<file path="config.mk">
export PLATFORM = sky130hd
export DESIGN_NAME = sub_pipe
export DESIGN_NICKNAME = d
export VERILOG_FILES = /design/src/rtl/sub_pipe.sv
export SDC_FILE = /design/constraint.sdc
export NUM_CORES = 1
export LEC_CHECK = 0
export BUFFER_PORTS_ARGS = -buffer_cell sky130_fd_sc_hd__buf_2
export CAP_MARGIN = 25
export CORE_ASPECT_RATIO = 1.25
export CORE_UTILIZATION = 45
export CTS_BUF_LIST = sky130_fd_sc_hd__clkbuf_8 sky130_fd_sc_hd__clkbuf_16
export CTS_CLUSTER_SIZE = 14
export DETAILED_ROUTE_END_ITERATION = 8
export MAX_ROUTING_LAYER = met4
export PLACE_DENSITY = 0.71
export SLEW_MARGIN = 10
export SYNTH_ARGS = -nofsm -noshare
export SYNTH_HDL_FRONTEND = slang
export SYNTH_SLANG_ARGS = --single-unit
</file>
<file path="constraint.sdc">
create_clock -name clk -period 1.7 [get_ports clk]
set_clock_uncertainty 0.05 [all_clocks]
set_input_delay 0.085 -clock clk [delete_from_list [all_inputs] [get_ports clk]]
set_output_delay 0.085 -clock clk [all_outputs]
set_load 0.005 [all_outputs]
</file>
<file path="src/rtl/sub_pipe.sv">
// Pipelined signed fixed-point subtractor: aligns binary points, subtracts at full precision,
// then rounds half-up and saturates to the output format with an overflow flag.
module sub_pipe #(
  parameter int N_BITS_A = 9,
  parameter int BIN_PT_A = 6,
  parameter int N_BITS_B = 9,
  parameter int BIN_PT_B = 8,
  parameter int N_BITS_Q = 8,
  parameter int BIN_PT_Q = 5,
  parameter int LATENCY  = 2,
  localparam int WA       = N_BITS_A - BIN_PT_A,
  localparam int WB       = N_BITS_B - BIN_PT_B,
  localparam int BIN_PT_D = (BIN_PT_A > BIN_PT_B) ? BIN_PT_A : BIN_PT_B,
  localparam int N_BITS_D = ((WA > WB) ? WA : WB) + BIN_PT_D + 1
) (
  input  logic                clk,
  input  logic                rst,
  input  logic                ce,
  input  logic                in_valid,
  input  logic [N_BITS_A-1:0] a,
  input  logic [N_BITS_B-1:0] b,
  output logic                out_valid,
  output logic [N_BITS_D-1:0] diff,
  output logic [N_BITS_Q-1:0] q,
  output logic                ovf
);

  localparam int          ShA  = BIN_PT_D - BIN_PT_A;
  localparam int          ShB  = BIN_PT_D - BIN_PT_B;
  localparam int unsigned S    = BIN_PT_D - BIN_PT_Q;
  localparam int unsigned RndC = (S > 0) ? (32'd1 << (S - 1)) : 32'd0;
  // One extra MSB so the rounding increment cannot wrap at the maximum value.
  localparam int          RW   = N_BITS_D + 1;
  localparam int          CW   = (RW > N_BITS_Q) ? RW : N_BITS_Q + 1;
  localparam int          NS   = LATENCY - 1;

  localparam logic signed [CW-1:0] QMax = CW'((64'sd1 <<< (N_BITS_Q - 1)) - 64'sd1);
  localparam logic signed [CW-1:0] QMin = ~QMax;

  // Stage 1 state
  logic                v1_q;
  logic [N_BITS_D-1:0] d1_d, d1_q;

  // Stage 2..LATENCY state; index NS-1 drives the outputs
  logic                vld_q  [NS];
  logic [N_BITS_D-1:0] diff_q [NS];
  logic [N_BITS_Q-1:0] q_q    [NS];
  logic                ovf_q  [NS];

  logic [N_BITS_D-1:0] a_ext, b_ext;
  logic [RW-1:0]       rnd_sum;
  logic signed [RW-1:0] rnd_s;
  logic signed [CW-1:0] res_ext, res;
  logic [N_BITS_Q-1:0] q_d;
  logic                ovf_d;

  always_comb begin
    a_ext = {{(N_BITS_D - N_BITS_A){a[N_BITS_A-1]}}, a};
    b_ext = {{(N_BITS_D - N_BITS_B){b[N_BITS_B-1]}}, b};
    d1_d  = (a_ext << ShA) - (b_ext << ShB);
  end

  always_comb begin
    rnd_sum = {d1_q[N_BITS_D-1], d1_q} + RW'(RndC);
    rnd_s   = $signed(rnd_sum);
    res_ext = CW'(rnd_s);
    res     = res_ext >>> S;
    q_d     = res[N_BITS_Q-1:0];
    ovf_d   = 1'b0;
    if (res > QMax) begin
      q_d   = QMax[N_BITS_Q-1:0];
      ovf_d = 1'b1;
    end else if (res < QMin) begin
      q_d   = QMin[N_BITS_Q-1:0];
      ovf_d = 1'b1;
    end
  end

  always_ff @(posedge clk) begin
    if (rst) begin
      v1_q <= 1'b0;
      d1_q <= '0;
      for (int i = 0; i < NS; i++) begin
        vld_q[i]  <= 1'b0;
        diff_q[i] <= '0;
        q_q[i]    <= '0;
        ovf_q[i]  <= 1'b0;
      end
    end else if (ce) begin
      v1_q      <= in_valid;
      d1_q      <= d1_d;
      vld_q[0]  <= v1_q;
      diff_q[0] <= d1_q;
      q_q[0]    <= q_d;
      ovf_q[0]  <= ovf_d;
      for (int i = 1; i < NS; i++) begin
        vld_q[i]  <= vld_q[i-1];
        diff_q[i] <= diff_q[i-1];
        q_q[i]    <= q_q[i-1];
        ovf_q[i]  <= ovf_q[i-1];
      end
    end
  end

  assign out_valid = vld_q[NS-1];
  assign diff      = diff_q[NS-1];
  assign q         = q_q[NS-1];
  assign ovf       = ovf_q[NS-1];

endmodule

</file>
* Word-level counts from Yosys, hierarchy flattened
Memories as Yosys holds them, arrays and structs flattened.
Cells that the tools add are included.
** Word-level totals
- Memories :: 4
- Logic and storage cells :: 31
- Bits in registers :: 13
- RAM bits :: 22
- Output and inout bits :: 22
** Cells by class
- Add/sub/neg operators :: 2
- Muxes and demuxes :: 17
- Order comparisons :: 2
- Reductions and logical operators :: 4
** Memory list
- diff_q :: words 1, width 12, read ports 1, clocked after memory_dff 0, wr ports 1, RTL line 46 : logic [N_BITS_D-1:0] diff_q [NS];
- q_q :: words 1, width 8, read ports 1, clocked after memory_dff 0, wr ports 1, RTL line 47 : logic [N_BITS_Q-1:0] q_q [NS];
- ovf_q :: words 1, width 1, read ports 1, clocked after memory_dff 0, wr ports 1, RTL line 48 : logic ovf_q [NS];
- vld_q :: words 1, width 1, read ports 1, clocked after memory_dff 0, wr ports 1, RTL line 45 : logic vld_q [NS];
** Operator list (count)
- 8-bit 2-to-1 mux :: 3
- 12-bit by 4-bit adder with 13-bit output, second input constant :: 1
- 1-bit 2-to-1 mux :: 13
- 12-bit 2-to-1 mux :: 1
- 12-bit OR reduction :: 1
- 11-bit by 9-bit subtractor with 12-bit output :: 1
- 10-bit by 8-bit > comparator with 1-bit output, second input constant :: 1
- 10-bit by 8-bit less-than comparator with 1-bit output, second input constant :: 1
- 8-bit OR reduction :: 1
- 1-bit OR reduction :: 2

* Logic depth before layout (Yosys ltp)
- Word-level depth :: 5
- Mapped depth :: 7

* Least setup slack after synthesis
OpenSTA, ideal clock, no wires.
- Path kind :: register -> register
- Start :: register d1_q[2]
- End :: memory q_q[0][1] (data pin)
- Setup slack :: 57 ps
- Buffers on the path :: 0
- Required time :: 1382 ps
- Arrival :: 1325 ps
- Library setup time :: 268 ps
- Cell stages (with the launch flop) :: 6
- Cell sequence :: dfxtp_1 > ha_1 > nand4_2 > o311a_1 > o21ai_2 > o21ai_0
** Between the ends
- Cells in the longest elaborated chain, start to end :: 5
** Ends and longest elaborated chain
- start, declared :: RTL line 42 : logic [N_BITS_D-1:0] d1_d, d1_q;
- start signal, assigned :: RTL line 82 : d1_q <= '0;
- start signal, assigned :: RTL line 91 : d1_q <= d1_d;
- 12-bit by 4-bit adder with 13-bit output * :: RTL line 64 : rnd_sum = {d1_q[N_BITS_D-1], d1_q} + RW'(RndC);
- 10-bit by 8-bit less-than comparator with 1-bit output :: RTL line 73 : end else if (res < QMin) begin
- 8-bit 2-to-1 mux :: RTL line 73
- 8-bit 2-to-1 mux * :: RTL line 70 : if (res > QMax) begin
- 8-bit 2-to-1 mux (no line) *
- end, declared :: RTL line 47
Every way passes the cells marked *; elsewhere a longest branch is shown, timed or not.

* Final worst setup path
- Start :: register d1_q[8]
- End :: memory q_q[0][2] (data pin)
Same word-level chain as after synthesis.

==> qor.txt <==
synth top area cells = edfxtp_1 (34%), dfxtp_1 (13%), ha_1 (7.0%), xnor2_1 (3.6%), and2_1 (3.5%)
share of the yosys chip area belonging to registers = 46.9%
Filler cells = 378
P per Cell Area = 794 nW/um^2
Syn. warnings = 0
NetSw = 537 uW
crit path max fanout = 7
Slew headroom = 69.5%
CTS clk-pin slew, worst paths = 0.07 ns
most common cell after layout, fill and taps aside = buf_2
GR Overflow Total = 0
CP Depth = 4
first-pass GRT wire length = 5660 um
# diodes = 0
WP data arrival = 1.59 ns
Leak = 1.12 nW
fin. max-slew vios = 0
Synth area leader = edfxtp_1
asr flop ratio synth = 0%
starting density of the core = 47.5%
most frequent cells in the layout = buf_2 (43), edfxtp_1 (22), inv_1 (15), nor2_1 (15), buf_4 (15)
critical path's top delay family = compound AO/OA/AOI/OAI gates
max cap viols = 0
row count = 26
Min-Delay Path Depth = 3
period utilisation layout = 95.1%
# IOs = 44
critical path's slowest cell = dfxtp_1
highest metal used = met4
TritonCTS buffer count = 5
Pint = 1.46 mW
DRC = 0
Root Driver = clkbuf_8
Final Net Count = 287
layout cells sized above 1 = 36.1%
final WL = 3550 um
combinational cell fraction of total power = 20.8%
CP bufs+invs = 0
worst stage delay on the critical path = 0.38 ns
crit-path cells = nand3_4 -> o31a_1 -> o31ai_4 -> o21ai_1
Unique masters post-synth = 50
Die W = 61.1 um
Register Area = 932 um^2
All-Layer GR Usage = 17.1%
Most used DFF post-synth = edfxtp_1
vias per std cell = 5.06
clock sink count = 35
Final Setup Violations = 0
routability cong. = 0.882
initial antenna violation count = 0
antenna-violating nets left = 0
kind of critical path = reg -> reg
Post-DP HPWL = 2640 um
sequential power share = 51.0%
largest net degree at the start of global routing = 23
initial drt markers = 26
Mapped Area = 1960 um^2
worst r2r path cells = 4
#FFs+latches synth = 35
routed wl met3 = 137 um
critical path startpoint category = flop
Longest Clk Path Bufs = 2
Post-Synthesis Cells = 193
Worst VDD drop = 0.000318 V
Area Growth Syn to Fin = 28.2%
hold crit path type = in -> reg
crit end category = flop
WL met2 = 1840 um
status = finished, final reports clean
wl on met1 = 1490 um
number of synthesized flops with an enable pin = 22
Tmin final = 1.62 ns
Fin. Hold Viols = 0
clock share of power = 28.1%
CTS tree = done
First-pass DRT Iterations = 4
Die H = 75.9 um
syn nets = 226
Clock Latency Late Sink = 0.29 ns
routed len/inst = 11.4 um
Avg Cell Area, Syn = 10.2 um^2
via count = 1,573
number of global-route vias before repair = 1,370
Hold WS = 0.0201 ns
Worst Tran Pin Value = 0.458 ns
CORE AREA = 4130 um^2
area of the multi-input gates = 1040 um^2
Total Power = 2.00 mW
sw frac = 26.9%
H-tree depth = 2
Die ar. = 4640 um^2
Final TNS setup = 0 ns
Achievable Freq = 619 MHz
worst endpoint required time = 1.67 ns
post-synth top area share = 33.6%
count of input and output buffers = 43
## worst paths after layout
| kind | to | start | slack [ns] |
|---|---|---|---|
| setup / recovery | q_q[0][2]$_SDFFCE_PN0P_ | d1_q[8]$_SDFFE_PP0P_ | 0.08 |
| hold / removal | d1_q[0]$_SDFFE_PP0P_ | b[0] | 0.02 |
| hold reg to reg | v1_q$_SDFFE_PP0P_ | v1_q$_SDFFE_PP0P_ | 0.44 |
| setup reg to reg | q_q[0][2]$_SDFFCE_PN0P_ | d1_q[8]$_SDFFE_PP0P_ | 0.08 |
## cell families (layout without fill, tap and decap cells)
family          count (synthesis)  after routing  share of synthesized area, %
compound gates                 47             47                          17.6
flops                          35             35                          46.9
mux                             5              5                          2.55
simple gates                   64             64                          17.1
xor+xnor                       11             11                          4.90
fa+ha+maj                      11             11                          7.01
buf+inv                        20             82                          3.95
## per-stage QoR
stage | instance area [um^2] | setup slack [ns] | cells | utilization [%]
after floorplan | 1960 | 0.0573 | 193 | -
after global placement | 2340 | 0.0163 | 302 | 56.7
after detailed placement | 2340 | -0.000852 | 302 | 56.7
after CTS | 2440 | -0.00194 | 311 | 59.1
after global routing | 2520 | -0.0121 | 311 | 61.0
final | 2520 | 0.0839 | 311 | 61.0
## power groups by stage
stage               Combinational, mW  Clock [mW]  Sequential (mW)
floorplan                       0.248           0             1.03
detailed placement              0.402           0             1.02
global route                    0.471       0.607             1.03
CTS                             0.407       0.566             1.01
global placement                0.395           0             1.02
finish                          0.417       0.563             1.02
## state kept, by name, indices dropped and copies added, names as in the netlist
name    count
d1_q       12
diff_q     12
q_q         8
ovf_q       1
v1_q        1
vld_q       1
## cells in the mapped netlist (all sizes together), types with 3 or more instances
library cell / n
edfxtp: 22
nor2: 17
inv: 15
dfxtp: 13
o21ai: 13
and2: 12
ha: 11
nand2: 11
a21oi: 10
xnor2: 8
nand3: 7
a21o: 5
mux2i: 5
nor3: 4
a211oi: 3
buf: 3
or3: 3
xor2: 3
## repair_timing
| item | 4_1_cts | 5_1_grt |
|---|---|---|
| hold buffers | 1 | 0 |
| hold endpoints to repair | 1 | 0 |
| gates resized for setup | 2 | 24 |
| setup endpoints to repair | 5 | 8 |
| setup buffers | 0 | 0 |
| pin swaps | 2 | 7 |
| cloned | 0 | 0 |
## metal layers
layer	GRT usage, %	up-vias
met2	29.6	45
met3	3.57	8
met4	9.60	0
met1	17.8	708
met5	-	-
li1	-	812
## worst reg2reg max path, delay by kind of cell, from the launching register on
kind	cells	cell delay (ns)
compound gates	3	0.80
flops	1	0.38
simple gates	1	0.13
## area by class of cell
| cell class | count | area share [%] |
|---|---|---|
| multi-input cells | 138 | 41.2 |
| flip-flops and latches | 35 | 37.0 |
| well taps | 56 | 2.78 |
| repair buffers | 59 | 13.4 |
| clock buffers | 5 | 2.73 |
| clock inverters | 3 | 0.596 |
| inverters | 15 | 2.24 |
(Power assumes the default switching activity.)
